$ cat config.mk
export PLATFORM = sky130hd
export DESIGN_NAME = wb_master_iface
export DESIGN_NICKNAME = d
export VERILOG_FILES = /design/src/rtl/wb_master_iface.sv
export SDC_FILE = /design/constraint.sdc
export NUM_CORES = 1
export LEC_CHECK = 0
export ABC_AREA = 1
export CAP_MARGIN = 0
export CORE_MARGIN = 2
export CORE_UTILIZATION = 45
export DETAILED_ROUTE_END_ITERATION = 8
export DONT_BUFFER_PORTS = 1
export PLACE_DENSITY = 0.71
export SETUP_SLACK_MARGIN = 0.3
export SYNTH_ARGS = -nofsm -noshare
export SYNTH_HDL_FRONTEND = slang
export SYNTH_SLANG_ARGS = --single-unit
$ cat constraint.sdc
create_clock -name wb_clk -period 1.36 [get_ports wb_clk]
set_input_delay 0.272 -clock wb_clk [delete_from_list [all_inputs] [get_ports wb_clk]]
set_output_delay 0.272 -clock wb_clk [all_outputs]
set_load 0.02 [all_outputs]
$ cat src/rtl/wb_master_iface.sv
// wb_master_iface: single-transfer Wishbone classic master with registered request fields.
// Optional macro WB_MASTER_RETRY_EN: reissue on wb_rty_i up to MAX_RETRY times.
`default_nettype none

module wb_master_iface #(
  parameter int AW        = 32,
  parameter int DW        = 32,
  parameter int MAX_RETRY = 3
) (
  input  logic            wb_clk,
  input  logic            wb_rst,
  input  logic            start,
  input  logic [AW-1:0]   address,
  input  logic [DW/8-1:0] selection,
  input  logic            write,
  input  logic [DW-1:0]   data_wr,
  input  logic [DW-1:0]   wb_dat_i,
  input  logic            wb_ack_i,
  input  logic            wb_err_i,
  input  logic            wb_rty_i,
  output logic [AW-1:0]   wb_adr_o,
  output logic [DW-1:0]   wb_dat_o,
  output logic [DW/8-1:0] wb_sel_o,
  output logic            wb_we_o,
  output logic            wb_cyc_o,
  output logic            wb_stb_o,
  output logic [2:0]      wb_cti_o,
  output logic [1:0]      wb_bte_o,
  output logic [DW-1:0]   data_rd,
  output logic            active
);

  if (MAX_RETRY < 0 || (DW % 8) != 0) begin : g_bad_params
    $error("wb_master_iface: MAX_RETRY must be >= 0 and DW a multiple of 8");
  end

`ifdef WB_MASTER_RETRY_EN
  typedef enum logic [1:0] {IDLE = 2'd0, BUS = 2'd1, WAIT = 2'd2} state_t;
  localparam int RW = (MAX_RETRY < 1) ? 1 : $clog2(MAX_RETRY + 1);
  logic [RW-1:0] r_retry;
  logic          w_retry;
`else
  typedef enum logic [0:0] {IDLE = 1'b0, BUS = 1'b1} state_t;
`endif

  state_t r_state, w_next;
  logic   w_end;
  logic   w_capture;

  assign wb_cti_o = 3'b000;
  assign wb_bte_o = 2'b00;

  always_ff @(posedge wb_clk or negedge wb_rst) begin
    if (!wb_rst) r_state <= IDLE;
    else         r_state <= w_next;
  end

  // Termination priority inside BUS: err, then rty, then ack.
  always_comb begin
    w_next    = r_state;
    w_end     = 1'b0;
    w_capture = 1'b0;
`ifdef WB_MASTER_RETRY_EN
    w_retry   = 1'b0;
`endif
    case (r_state)
      IDLE: if (start) w_next = BUS;
      BUS: begin
        if (wb_err_i) begin
          w_next = IDLE;
          w_end  = 1'b1;
        end else if (wb_rty_i) begin
`ifdef WB_MASTER_RETRY_EN
          if (r_retry < RW'(MAX_RETRY)) begin
            w_next  = WAIT;
            w_retry = 1'b1;
          end else begin
            w_next = IDLE;
            w_end  = 1'b1;
          end
`else
          w_next = IDLE;
          w_end  = 1'b1;
`endif
        end else if (wb_ack_i) begin
          w_next    = IDLE;
          w_end     = 1'b1;
          w_capture = !wb_we_o;
        end
      end
`ifdef WB_MASTER_RETRY_EN
      WAIT:    w_next = BUS;
`endif
      default: w_next = IDLE;
    endcase
  end

  always_ff @(posedge wb_clk or negedge wb_rst) begin
    if (!wb_rst) begin
      wb_adr_o <= '0;
      wb_dat_o <= '0;
      wb_sel_o <= '0;
      wb_we_o  <= 1'b0;
      wb_cyc_o <= 1'b0;
      wb_stb_o <= 1'b0;
      data_rd  <= '0;
      active   <= 1'b0;
`ifdef WB_MASTER_RETRY_EN
      r_retry  <= '0;
`endif
    end else begin
      // cyc/stb track BUS exactly; active also covers the retry gap.
      wb_cyc_o <= (w_next == BUS);
      wb_stb_o <= (w_next == BUS);
      active   <= (w_next != IDLE);
      if (r_state == IDLE && start) begin
        wb_adr_o <= address;
        wb_dat_o <= data_wr;
        wb_sel_o <= selection;
        wb_we_o  <= write;
`ifdef WB_MASTER_RETRY_EN
        r_retry  <= '0;
`endif
      end
      if (w_end)     wb_we_o <= 1'b0;
      if (w_capture) data_rd <= wb_dat_i;
`ifdef WB_MASTER_RETRY_EN
      if (w_retry)   r_retry <= r_retry + 1'b1;
`endif
    end
  end

endmodule

`default_nettype wire

## Yosys cells after proc, flatten, opt, wreduce, memory -nomap -nowiden

Index checks and enable logic that the tools add are counted.

| storage, ports and cells | value |
|---|---|
| register bits | 102 |
| output and inout bits | 109 |
| logic and storage cells | 25 |

| operators by class | value |
|---|---|
| muxes and demuxes | 15 |
| bitwise operators | 1 |
| reductions and logical operators | 3 |

Operator list:

| cell | count |
|---|---|
| two-way mux 1 bit | 14 |
| case mux 1 bit (2 select lines) | 1 |
| nonzero test 2 bit | 1 |
| logical AND 1 bit | 1 |
| logical NOT 1 bit | 1 |
| NOT 1 bit | 1 |

## Longest topological paths before layout

Gate-level depths: netlist of run 1.

| logic depth | value |
|---|---|
| word-level depth | 5 |
| gate-level depth with buffers | 7 |

## Least setup slack after synthesis of run 1

OpenSTA, ideal clock, no wires.

| timing path | value |
|---|---|
| path type | reg2reg |
| start | register, netlist name active |
| end | register data_rd[10] |
| setup time | 0.117 ns |
| arrival time | 1.097 ns |
| data required time | 1.243 ns |
| path slack | 0.146 ns |
| cell stages (with the launch flop) | 7 |
| period minus slack after synthesis | 1.214 ns |
| path through | dfrtp_1 inv_2 nor2_4 nand3_4 buf_6 nand2_1 nand2_1 |

RTL lines:

| item | RTL line | text |
|---|---|---|
| to (signal assigned) | 126 | `if (w_capture) data_rd <= wb_dat_i;` |
| to (decl) | 29 | `output logic [DW-1:0] data_rd,` |

## Worst setup path in the final report of run 1

| timing path | value |
|---|---|
| start | register wb_we_o |
| end | register data_rd[29] |

| between the ends | value |
|---|---|
| longest elaborated chain between the ends | 5 |

RTL lines:

| item | RTL line | text |
|---|---|---|
| from (decl) | 24 | `output logic wb_we_o,` |
| from (signal assigned) | 120 | `wb_we_o <= write;` |
| logical NOT 1 bit | 88 | `w_capture = !wb_we_o;` |
| two-way mux 1 bit | 85 | `end else if (wb_ack_i) begin` |
| two-way mux 1 bit | 72 | `end else if (wb_rty_i) begin` |
| two-way mux 1 bit | 69 | `if (wb_err_i) begin` |
| two-way mux 1 bit | 66 | `case (r_state)` |

Every way passes these cells.
A chain may end at the register's enable or synchronous reset.

==> results of run 1 <==
[critical path, stage by stage, from the launching register on]
cell,delay [ps]
dfrtp_2,450
inv_2,80
nand2_2,60
nor2_4,230
clkbuf_16,210
nand3_1,90
nand2_1,70
[cell usage after synthesis (all sizes together)]
| cell type | instances | share of area, % |
|---|---|---|
| o21ai | 1 | 0.12 |
| nand3 | 33 | 4.4 |
| buf | 29 | 4.6 |
| dfrtp | 102 | 64 |
| clkbuf | 1 | 0.093 |
| nand2 | 275 | 26 |
| nor2 | 5 | 0.72 |
| conb | 1 | 0.093 |
| inv | 5 | 0.47 |
[power breakdown]
| part | switching [mW] | leakage (nW) | total [mW] | internal (mW) |
|---|---|---|---|---|
| sequential | 1.23 | 1.15 | 4.95 | 3.72 |
| clock | 1.01 | 0.103 | 1.91 | 0.899 |
| combinational | 0.705 | 1.43 | 1.43 | 0.721 |
| total | 2.94 | 2.68 | 8.28 | 5.34 |
[flip-flops by register name, indices dropped and copies added, names as in the netlist]
register	cells
active	1
data_rd	32
wb_we_o	1
wb_sel_o	4
wb_adr_o	32
wb_dat_o	32
[layer usage]
| metal | routed length [um] | share of wire (%) | up-vias | global-route usage [%] |
|---|---|---|---|---|
| met5 | 0 | 0 | - | 0 |
| met4 | 278 | 2.3 | 0 | 9.06 |
| met3 | 1050 | 8.7 | 27 | 7.80 |
| met2 | 6390 | 53 | 192 | 41.0 |
| met1 | 4370 | 36 | 1577 | 25.6 |
| li1 | - | - | 1447 | - |
[logic make-up (layout without fill, tap and decap cells)]
kind of cell	Yosys count	in the layout	share of synthesized area, %
simple gates	313	316	31.0
compound gates	1	1	0.124
flops	102	102	63.6
buf+inv	35	69	5.20
other cells	1	5	0.0934
[metrics by stage]
step / instances / utilization [%] / hold WS, ps
6_report: 601 / 65.2 / -402
5_1_grt: 601 / 65.2 / -439
4_1_cts: 589 / 60.2 / -425
3_5_place_dp: 541 / 47.0 / -21.4
3_3_place_gp: 541 / 47.0 / -21.7
2_1_floorplan: 456 / - / -23.6
[final cells by class]
type	instances	area share, %
Clock inverter	5	1.02
Clock buffer	10	2.43
Timing Repair Buffer	49	16.6
Tap cell	108	2.39
Sequential cell	102	47.3
Inverter	5	0.597
Multi-Input combinational cell	322	29.7
[worst paths after layout]
check / to / slack (ps) / cells after the start
hold reg to reg: wb_dat_o[27] / 570 / 2
hold / removal: data_rd[8] / -400 / 0
setup reg to reg: data_rd[29] / 120 / 6
min in group wb_clk: wb_sel_o[0] / 20 / 2
setup / recovery: data_rd[29] / 120 / 6
max in group asynchronous: wb_adr_o[29] / 1600 / 0
[timing repair]
action                                  CTS  global route
hold buffers                              5             1
endpoints found under the setup margin  202           205
endpoints found under the hold margin   107           103
setup buffers                            12             3
gates resized for setup                 185            65
pin swaps                                32            25
gates cloned                             16             8
==> impl_metrics.yaml, run 1 <==
floorplanning:
  die-area_mm2: 0.00970
  die_width_um: 98.5
  die_y_um: 98.5
  core_mm2: 0.00868
  start_util_pct: 46.3
  ioPinCount: 216
  rows: 34
placed_design:
  pre_cts_ws_ps: 13.9
  postPlaceCellArea_mm2: 0.00408
  place.gp.congestion: 0.751
  hpwl_um: 6080
  portBuffers: 0
final_layout:
  fillCellCount: 631
  multi_input_area_mm2: 0.00168
  drive_gt1_share_pct: 54.8
  final_common_cell: "nand2_1"
  layout_common_cells: "194 x nand2_1, 102 x dfrtp_2, 72 x nand2_2, 19 x nand3_2, 15 x buf_16"
  ff_latch_area_mm2: 0.00268
  area_growth_syn_to_layout_pct: 40.9
  diodes: 0
  stdcell_area_mm2: 0.00566
  num-nets-final: 596
clocking:
  path_clk_slew_ps: 100
  htreeDepth: 3
  insertion_delay_ps: 350
  cts_sinks: 102
  clock-root-buffer: "clkbuf_8"
  clk_path_buf_depth: 2
  cts_tree: "built"
  cts_buffers: 9
detailed_routing:
  first_iter_violations: 91
  firstDrtPassIters: 4
  viasPerCell: 5.40
  routedWlPerCell_um: 20.1
  via_count: 3243
  drc: 0
  postRouteAntennaNets: 0
  routed_wl_um: 12100
synth:
  synth-seq-cells: 102
  ys_warn_count: 0
  netlist_instances: 452
  synth_cell_types: 16
  syn_avg_cell_area_um2: 8.89
  syn_area_mm2: 0.00402
  synth.yosys.seq_area_share_pct: 63.6
worst_setup_path:
  rr_startpoint: "wb_we_o"
  crit_fanout: 8
  cp.arrival_ps: 1530
  startpoint_type: "flip-flop"
  crit_type: "flip-flop to flip-flop"
  worstPathRequired_ps: 1650
  end_kind: "flip-flop"
  crit_start: "wb_we_o"
grt:
  grt_pass1_vias: 3272
  overflow: 0
  grt_start_max_net_pins: 103
  groute.usage.overall_pct: 23.1
  grt_pass1_wl_um: 17200
  antenna_found_initial: 0
min_path:
  timing.hold.worst.class: "input port to asynchronous set/reset pin"
power_and_ir_drop:
  powerDensity_mw_per_mm2: 1460
  power.total_mw: 8.28
  power_leakage_nw: 2.68
  ir_drop_v: 0.000746
job:
  maxCapViolations: 0
sta:
  fin_crit_ps: 1240
  setup_tns_ps: 0
  setup_viol: 0
  hold_ws_ps: -402
  max_freq_mhz: 804
  rsz0062_at_grt: "true"
  final.setup_skew_ps: 8.87
  hold_violations: 102
  setup_slack_ps: 117
  final_max_slew_viol_count: 0
  period_share_pct: 91.4
outcome:
  outcome: "complete, but fails checks"
  violations: "negative hold slack"
(Power assumes the default switching activity.)
==> run 2, diff against run 1 <==
--- a/config.mk
+++ b/config.mk
@@ -11,6 +11,7 @@
 export CORE_UTILIZATION = 45
 export DETAILED_ROUTE_END_ITERATION = 8
 export DONT_BUFFER_PORTS = 1
+export HOLD_SLACK_MARGIN = 0.02
 export PLACE_DENSITY = 0.71
 export SETUP_SLACK_MARGIN = 0.3
 export SYNTH_ARGS = -nofsm -noshare
==> impl_metrics.yaml, run 2 (synthesis results as in run 1) <==
detailed_routing:
  viasPerCell: 5.38
  via_count: 3533
  postRouteAntennaNets: 0
  firstDrtPassIters: 4
  first_iter_violations: 124
  routedWlPerCell_um: 20.5
  routed_wl_um: 13500
  drc: 0
final_layout:
  drive_gt1_share_pct: 50.3
  final_common_cell: "nand2_1"
  area_growth_syn_to_layout_pct: 54.3
  fillCellCount: 531
  top_regs: "data_rd x32, wb_adr_o x32, wb_dat_o x32"
  layout_common_cells: "186 x nand2_1, 102 x dfrtp_2, 81 x nand2_2, 63 x dlygate4sd3_1, 18 x nand3_2"
  stdcell_area_mm2: 0.00620
  diodes: 0
  num-nets-final: 652
  fin_cells: 657
worst_setup_path:
  rrSetupSlack_ps: 90
  crit_fanout: 8
  startpoint_type: "flip-flop"
  worstPathRequired_ps: 1650
  cp.arrival_ps: 1550
  crit_type: "flip-flop to flip-flop"
  reg2reg_to: "data_rd[5]"
  critPathMaxStageDelay_ps: 450
  crit_slowest_cell: "dfrtp_2"
  rr_startpoint: "wb_we_o"
  worstPathCellList: "inv_2 -> nand2_2 -> nor2_4 -> clkbuf_16 -> nand3_1 -> nand2_1"
  end_kind: "flip-flop"
  reg2reg_depth: 6
floorplanning:
  die-area_mm2: 0.00970
  die_y_um: 98.5
  core_mm2: 0.00868
  rows: 34
  die_width_um: 98.5
  start_util_pct: 46.3
  ioPinCount: 216
grt:
  groute.usage.overall_pct: 25.3
  top_usage_layer: "met2"
  grt.met2_usage_pct: 44.4
  met1_usage_pct: 28.5
  grt_pass1_vias: 3618
  grt_use_met3_pct: 7.87
  grt_pass1_wl_um: 18900
  antenna_found_initial: 0
  overflow: 0
  grt_start_max_net_pins: 103
clocking:
  path_clk_slew_ps: 100
  htreeDepth: 3
  clock-root-buffer: "clkbuf_8"
  clk_path_buf_depth: 2
  cts_tree: "built"
  cts_buffers: 9
  cts_sinks: 102
  insertion_delay_ps: 360
placed_design:
  hpwl_um: 6080
  portBuffers: 0
  dp_cells: 541
  postPlaceCellArea_mm2: 0.00408
  place.gp.congestion: 0.751
outcome:
  violations: "negative hold slack"
  outcome: "complete, but fails checks"
sta:
  setup_tns_ps: 0
  period_share_pct: 93.2
  rsz0062_at_grt: "true"
  final_max_slew_viol_count: 0
  fin_crit_ps: 1270
  hold_violations: 102
  setup_viol: 0
  hold_ws_ps: -409
  max_freq_mhz: 789
  final.setup_skew_ps: 13.2
min_path:
  timing.hold.worst.class: "input port to asynchronous set/reset pin"
power_and_ir_drop:
  ir_drop_v: 0.000760
  power_leakage_nw: 2.89
  powerDensity_mw_per_mm2: 1370
  power.total_mw: 8.48
job:
  maxCapViolations: 0
==> run 2: changes by cell type in the layout (fill, tap and decap cells not counted), sizes merged <==
| cell | delta |
|---|---|
| buf | +1 |
| dlygate4sd3 | +57 |
| clkbuf | -2 |
==> run 2: power by group <==
part	switching, mW	total, mW	internal [mW]
combinational	0.774	1.60	0.824
clock	1.02	1.92	0.899
sequential	1.25	4.97	3.72
total	3.04	8.48	5.44
==> run 2: critical path: cells and delay by family, from the launching register on <==
kind,cells,cell delay [ps]
buf+inv,2,290
flops,1,450
simple gates,4,460
==> run 2: per-layer routing <==
metal  share of wire [%]  vias to the layer above  wire length (um)
li1                    -                     1556                 -
met1                  35                     1748              4660
met2                  55                      203              7390
met3                 8.6                       26              1160
met4                 2.1                        0               282
met5                   0                        -                 0
==> run 2: what timing repair did <==
item,CTS,global route
endpoints found under the hold margin,152,115
cloned,16,6
resized for setup,185,71
buffers inserted,12,4
setup endpoints to repair,202,205
hold buffers,50,13
pin swaps,32,23
==> run 2: worst max path at each step <==
stage            start            to
5_1_grt        wb_we_o    data_rd[5]
3_5_place_dp    active  wb_adr_o[28]
6_report       wb_we_o    data_rd[5]
3_3_place_gp    active  wb_dat_o[21]
4_1_cts         active      wb_stb_o
2_1_floorplan   active   data_rd[10]
==> run 2: cell type report <==
type	count	area, um2	area share (%)
clock buffers	10	138	2.22
well taps	108	135	2.18
multi-input cells	322	1690	27.3
flip-flops and latches	102	2680	43.2
clock inverters	5	57.6	0.929
repair buffers	105	1470	23.6
inverters	5	33.8	0.545
==> run 2: metrics by stage <==
stage               util (%)  setup slack (ps)  hold WS [ps]
global placement        47.0              66.3         -21.7
finish                  71.4              92.3          -409
floorplan                  -               245         -23.6
global route            71.4              19.5          -443
detailed placement      47.0              13.9         -21.4
CTS                     65.4              98.4          -425
